**src/rtl/cchw_filter_pkg.sv**
```systemverilog
// Shared filter-stage types: accumulator width/type and sequencer state encoding.
// Latency: n/a (types only).
// Backpressure: n/a.
//
// W and acc_t describe the default configuration (N=16, FPF=7); modules that
// take N/FPF as parameters derive their own widths from them.
package cchw_filter_pkg;

  localparam int IIR_N   = 16;
  localparam int IIR_FPF = 7;
  localparam int W       = IIR_N + IIR_FPF;

  typedef logic signed [W-1:0] acc_t;

  // LOAD is reserved for sequencers that stage frames over several cycles.
  typedef enum logic [1:0] {
    IDLE = 2'd0,
    LOAD = 2'd1,
    RUN  = 2'd2,
    DONE = 2'd3
  } iir_seq_state_t;

endpackage

```
**src/rtl/iir_update_unit.sv**
```systemverilog
// One IIR low-pass step: acc_next = acc + ((in <<< FPF) - acc) >>> IIRCONST.
// Latency: combinational.
// Backpressure: none.
//
// Ports:
//   in_bin   signed N-bit bin sample
//   acc      signed (N+FPF)-bit accumulator, FPF fractional bits
//   acc_next updated accumulator
// Build option IIR_ROUND_EN: the step shift rounds half-up instead of flooring.
module iir_update_unit #(
  parameter int N        = 16,
  parameter int IIRCONST = 6,
  parameter int FPF      = 7
) (
  input  logic signed [N-1:0]     in_bin,
  input  logic signed [N+FPF-1:0] acc,
  output logic signed [N+FPF-1:0] acc_next
);

  localparam int AW = N + FPF;
  // Two guard bits: one for the difference, one for the rounding offset.
  localparam int DW = AW + 2;

  logic signed [DW-1:0] in_ext;
  logic signed [DW-1:0] delta;
  logic signed [DW-1:0] step;

  always_comb begin
    in_ext = DW'(in_bin) <<< FPF;
    delta  = in_ext - DW'(acc);
`ifdef IIR_ROUND_EN
    step   = (delta + DW'(1 << (IIRCONST - 1))) >>> IIRCONST;
`else
    step   = delta >>> IIRCONST;
`endif
    // The result stays inside the input range, so dropping guard bits is exact.
    acc_next = AW'(DW'(acc) + step);
  end

endmodule

```
**src/rtl/iir_bank_sequencer.sv**
```systemverilog
// Serially applies one IIR low-pass update to each of BINS bins per input frame.
// Latency: out_valid rises BINS+1 edges after the accept edge; 1 frame per BINS+2 cycles.
// Backpressure: in_ready low while busy or a clear is pending; producer holds the frame.
//
// Ports:
//   clk, rst   clock; asynchronous active-low reset
//   in_data    BINS packed signed N-bit bins (bin b at [b*N +: N]), with in_valid/in_ready
//   clear      one-cycle request to zero all accumulators (applied in the next IDLE cycle)
//   out_data   registered filtered bins, same packing; out_valid pulses when refreshed
//   busy       high while a frame is being processed
// Build option IIR_ROUND_EN: rounding in the update step and in the output conversion.
module iir_bank_sequencer
  import cchw_filter_pkg::*;
#(
  parameter int N        = 16,
  parameter int BINS     = 24,
  parameter int IIRCONST = 6,
  parameter int FPF      = 7
) (
  input  logic              clk,
  input  logic              rst,
  input  logic [BINS*N-1:0] in_data,
  input  logic              in_valid,
  output logic              in_ready,
  input  logic              clear,
  output logic [BINS*N-1:0] out_data,
  output logic              out_valid,
  output logic              busy
);

  localparam int AW = N + FPF;
  localparam int IW = (BINS > 1) ? $clog2(BINS) : 1;
  localparam logic [IW-1:0] LAST_IDX = IW'(BINS - 1);

  typedef logic signed [AW-1:0] bin_acc_t;

  iir_seq_state_t     state_q, state_d;
  logic [IW-1:0]      idx_q;
  logic [BINS*N-1:0]  frame_q;
  bin_acc_t           acc_q [BINS];
  bin_acc_t           acc_next;
  logic               clear_pend;
  logic               alive_q;     // keeps in_ready low until the first edge after reset
  logic [BINS*N-1:0]  out_c;
  logic               do_clear, do_accept, do_update, do_done;

  // A clear arriving in the same cycle as a frame must win, so it blocks
  // in_ready combinationally before clear_pend has even been registered.
  assign in_ready = (state_q == IDLE) && alive_q && !clear_pend && !clear;
  assign busy     = (state_q != IDLE);

  always_comb begin
    state_d   = state_q;
    do_clear  = 1'b0;
    do_accept = 1'b0;
    do_update = 1'b0;
    do_done   = 1'b0;
    case (state_q)
      IDLE: begin
        if (clear_pend) begin
          do_clear = 1'b1;
        end else if (in_valid && in_ready) begin
          do_accept = 1'b1;
          state_d   = RUN;
        end
      end
      RUN: begin
        do_update = 1'b1;
        if (idx_q == LAST_IDX) state_d = DONE;
      end
      DONE: begin
        do_done = 1'b1;
        state_d = IDLE;
      end
      default: state_d = IDLE;
    endcase
  end

  iir_update_unit #(
    .N        (N),
    .IIRCONST (IIRCONST),
    .FPF      (FPF)
  ) u_update (
    .in_bin   ($signed(frame_q[int'(idx_q)*N +: N])),
    .acc      (acc_q[idx_q]),
    .acc_next (acc_next)
  );

  function automatic logic [N-1:0] acc_to_out(input bin_acc_t a);
`ifdef IIR_ROUND_EN
    logic signed [AW:0] r;
    r = (AW+1)'(a) + (AW+1)'(1 << (FPF - 1));
    r = r >>> FPF;
    // Rounding up can step one past the positive input maximum.
    if (r > (AW+1)'((1 << (N - 1)) - 1)) return N'((1 << (N - 1)) - 1);
    return N'(r);
`else
    return N'(a >>> FPF);
`endif
  endfunction

  always_comb begin
    out_c = '0;
    for (int b = 0; b < BINS; b++) out_c[b*N +: N] = acc_to_out(acc_q[b]);
  end

  always_ff @(posedge clk or negedge rst) begin
    if (!rst) begin
      state_q    <= IDLE;
      idx_q      <= '0;
      frame_q    <= '0;
      clear_pend <= 1'b0;
      alive_q    <= 1'b0;
      out_data   <= '0;
      out_valid  <= 1'b0;
      for (int b = 0; b < BINS; b++) acc_q[b] <= '0;
    end else begin
      state_q    <= state_d;
      alive_q    <= 1'b1;
      out_valid  <= do_done;
      // A clear raised in the very cycle the pending one is serviced stays pending.
      clear_pend <= clear || (clear_pend && !do_clear);
      if (do_accept) begin
        frame_q <= in_data;
        idx_q   <= '0;
      end else if (do_update) begin
        idx_q   <= idx_q + 1'b1;
      end
      if (do_clear) begin
        for (int b = 0; b < BINS; b++) acc_q[b] <= '0;
      end else if (do_update) begin
        acc_q[idx_q] <= acc_next;
      end
      if (do_done) out_data <= out_c;
    end
  end

endmodule

```
**config.mk**
```make
export PLATFORM = sky130hd
export DESIGN_NAME = iir_bank_sequencer
export DESIGN_NICKNAME = d
export VERILOG_FILES = /design/src/rtl/cchw_filter_pkg.sv /design/src/rtl/iir_update_unit.sv /design/src/rtl/iir_bank_sequencer.sv
export SDC_FILE = /design/constraint.sdc
export NUM_CORES = 2
export LEC_CHECK = 0
export ABC_AREA = 0
export CAP_MARGIN = 5
export CORE_ASPECT_RATIO = 1.5
export CORE_MARGIN = 3
export CORE_UTILIZATION = 40
export DETAILED_ROUTE_END_ITERATION = 8
export PLACE_DENSITY_LB_ADDON = 0.12
export SYNTH_ARGS = -nofsm -noshare
export SYNTH_HDL_FRONTEND = slang
export SYNTH_SLANG_ARGS = --single-unit
```
**constraint.sdc**
```tcl
create_clock -name clk -period 9.9 [get_ports clk]
set_clock_uncertainty 0.1 [all_clocks]
set_input_delay 0.99 -clock clk [delete_from_list [all_inputs] [get_ports clk]]
set_output_delay 0.99 -clock clk [all_outputs]
set_load 0.02 [all_outputs]
```
==> flow_summary.json <==
{
  "io_pins": 775,
  "die_area_sq_um": 150400,
  "pwr-share-clk_pct": 20.1,
  "first_pass_iters": 5,
  "fin_util_pct": 50.29,
  "track_usage_pct": 28.05,
  "setup_violations": 0,
  "synth_cell_types": 62,
  "maxCapViolCount": 0,
  "slew_headroom_pct": 11.48,
  "startpoint_type": "flop",
  "worst_pin_slew_ns": 1.321,
  "core_sq_um": 143800,
  "final_nets": 6264,
  "drtAntennaViolNets": 0,
  "crit_fanout": 31,
  "p_leak_nw": 33.73,
  "vias": 43470,
  "cp-end-kind": "flop",
  "cts_sinks": 1330,
  "portBuffers": 774,
  "cts_tree": "yes",
  "cts.repair.resized": 0,
  "synth-main-ff-cell": "dfrtp_1",
  "cts_hold_buf": 0,
  "synth_area_sq_um": 58270,
  "wl_um": 213500,
  "drtIter0Drc": 3928,
  "p_per_area_nw_per_um2": 356.3,
  "async_flop_share_pct": 100.0,
  "ys_seq_elements": 1330,
  "antenna_found_initial": 6,
  "power.switching_mw": 12.78,
  "synth_edf_count": 0,
  "cts.path.max_buffers": 3,
  "die_x_um": 317.6,
  "hold_path.class": "in2async",
  "path_class": "reg2reg",
  "hold_violations": 0,
  "h-tree-depth": 4,
  "grt_overflow": 0,
  "avgSynthCellArea_sq_um": 11.11,
  "postSynthCellCount": 5243,
  "critPathRequiredTime_ns": 10.44,
  "drv_slew": 0,
  "hpwl_um": 157300,
  "internal_power_mw": 12.99,
  "ys_seq_area_share_pct": 57.12,
  "yosys_warnings": 0,
  "numCtsBuffers": 133,
  "cts_setup_buffers": 0,
  "drive_gt1_share_pct": 16.15,
  "clock_latency_ns": 0.79,
  "syn_nets": 5676,
  "area_delta_synth_final_pct": 24.10,
  "status": "finished, final reports clean",
  "crit_arrival_ns": 8.97,
  "switching_share_pct": 49.59,
  "p_comb_share_pct": 50.2,
  "vdd_ir_drop_max_v": 0.0006971,
  "grt_start_max_net_pins": 203,
  "viasPerCell": 5.553,
  "pwr-share-seq_pct": 29.6,
  "detail_route.wl_per_cell_um": 27.27,
  "place.gp.congestion": 0.9535,
  "grt_pass1_vias": 44270,
  "grt_setup_unrepaired": "false",
  "die_h_um": 473.5,
  "row_count": 170,
  "initial_utilization_pct": 40.53,
  "cts_root_buf": "clkbuf_16",
  "grt_pass1_wl_um": 310000,
  "timing.fmax_mhz": 118.6,
  "tns_ns": 0,
  "clkTransAtPathRegs_ns": 0.06,
  "fin_crit_ns": 8.431,
  "drc": 0,
  "finalCritPeriodShare_pct": 85.16
}
[flip-flops by register name, summed over array words and instances, names as in the netlist]
signal and flops:
acc_q 552, frame_q 384, out_data 384, idx_q 5, state_q 2, alive_q 1
clear_pend 1, out_valid 1
[path summary, 6_finish.rpt]
path                       cells past startpoint  slack (ns)          from           end
max                                           26        1.47      idx_q[0]    acc_q[344]
min                                            1        0.09           rst    clear_pend
max reg2reg                                   26        1.47      idx_q[0]    acc_q[344]
max in group asynchronous                      3        7.19           rst  out_data[41]
min reg2reg                                    2        0.37  frame_q[255]  frame_q[255]
min in group clk                               2        0.37  frame_q[255]  frame_q[255]
[stage by stage]
step	hold WS [ns]	setup slack, ns	instance area (sq um)	total power, mW	instances
2_1_floorplan	0.3403	2.412	58270	13.98	5243
3_3_place_gp	0.3520	1.515	67890	20.47	7587
3_5_place_dp	0.3573	1.459	67890	20.59	7587
4_1_cts	0.09950	1.428	72290	25.81	7824
5_1_grt	0.09081	1.059	72310	26.84	7827
6_report	0.08926	1.469	72320	25.77	7828
[cells in the final DEF (no fill, tap or decap), types with 74 or more instances in the layout]
cell type and instances:
a22oi_1 101, nand2_1 1303, o21ai_0 445, nor2_1 74, clkdlybuf4s50_1 773, clkbuf_16 136
buf_4 86, mux2_2 384, dfrtp_1 1328, mux4_2 204, nand3_1 528
[per-layer routing]
layer | vias up | wire (um) | GRT usage, %
met5 | - | 28 | 0
met1 | 21920 | 81340 | 33.82
met4 | 4 | 13250 | 15.16
li1 | 19440 | - | -
met2 | 1718 | 106400 | 47.82
met3 | 383 | 12490 | 5.013
[cell usage after synthesis, types with 30 or more instances]
cell      instances  area share [%]
nor2_1           74            0.48
o21ai_0         445             3.8
mux4_2          204             7.9
inv_1            33            0.21
clkbuf_1        347             2.2
mux2_2          384             7.4
a22oi_1         101             1.3
nand2_1        1307             8.4
a21oi_1          47            0.40
nand3_1         528             4.5
dfrtp_1        1330              57
mux2i_1          60             1.0
buf_1            53            0.34
ha_1             44            0.94
o22ai_1          30            0.32
[kinds of logic after synthesis]
family	share of synthesized area (%)
simple gates	14.57
flops	57.12
compound gates	7.404
mux	16.34
buf+inv	3.094
fa+ha+maj	0.9791
xor+xnor	0.4939
other cells	0.006435
[critical path, stage by stage (launching register included)]
cell      delay (ns)
dfrtp_4         0.94
buf_4           0.42
mux4_2          0.55
a22oi_1         0.38
nand3_1         0.31
ha_1            0.42
nand4_1         0.16
o41ai_4         0.43
a41oi_4         0.22
a21oi_1         0.21
and2_1          0.19
o21a_1          0.14
nor3_1          0.05
nor3_1          0.35
ha_1            0.35
a21o_1          0.18
a21o_1          0.17
a221o_1         0.35
a21oi_1         0.20
a31oi_1         0.19
nand4_1         0.15
nand4b_1        0.10
a21oi_1         0.18
xnor2_1         0.23
xor2_4          0.91
buf_4           0.33
o21ai_2         0.07
[cell type report]
type,instances,area (sq um)
Inverter,33,123.9
Fill cell,13180,71470
Sequential cell,1330,33290
Clock inverter,39,548.0
Tap cell,1892,2367
Multi-Input combinational cell,3459,23440
Clock buffer,198,3856
Antenna cell,3,7.507
Timing Repair Buffer,874,8686
[power by group through the flow]
stage                     clock network (mW)  registers (mW)  logic, mW
after global placement                     0            7.74       12.7
after global routing                    5.50            7.74       13.6
after detailed placement                   0            7.75       12.8
final                                   5.19            7.64       12.9
after floorplan                            0            7.04       6.94
after CTS                               5.30            7.65       12.9
(Power assumes the default switching activity.)
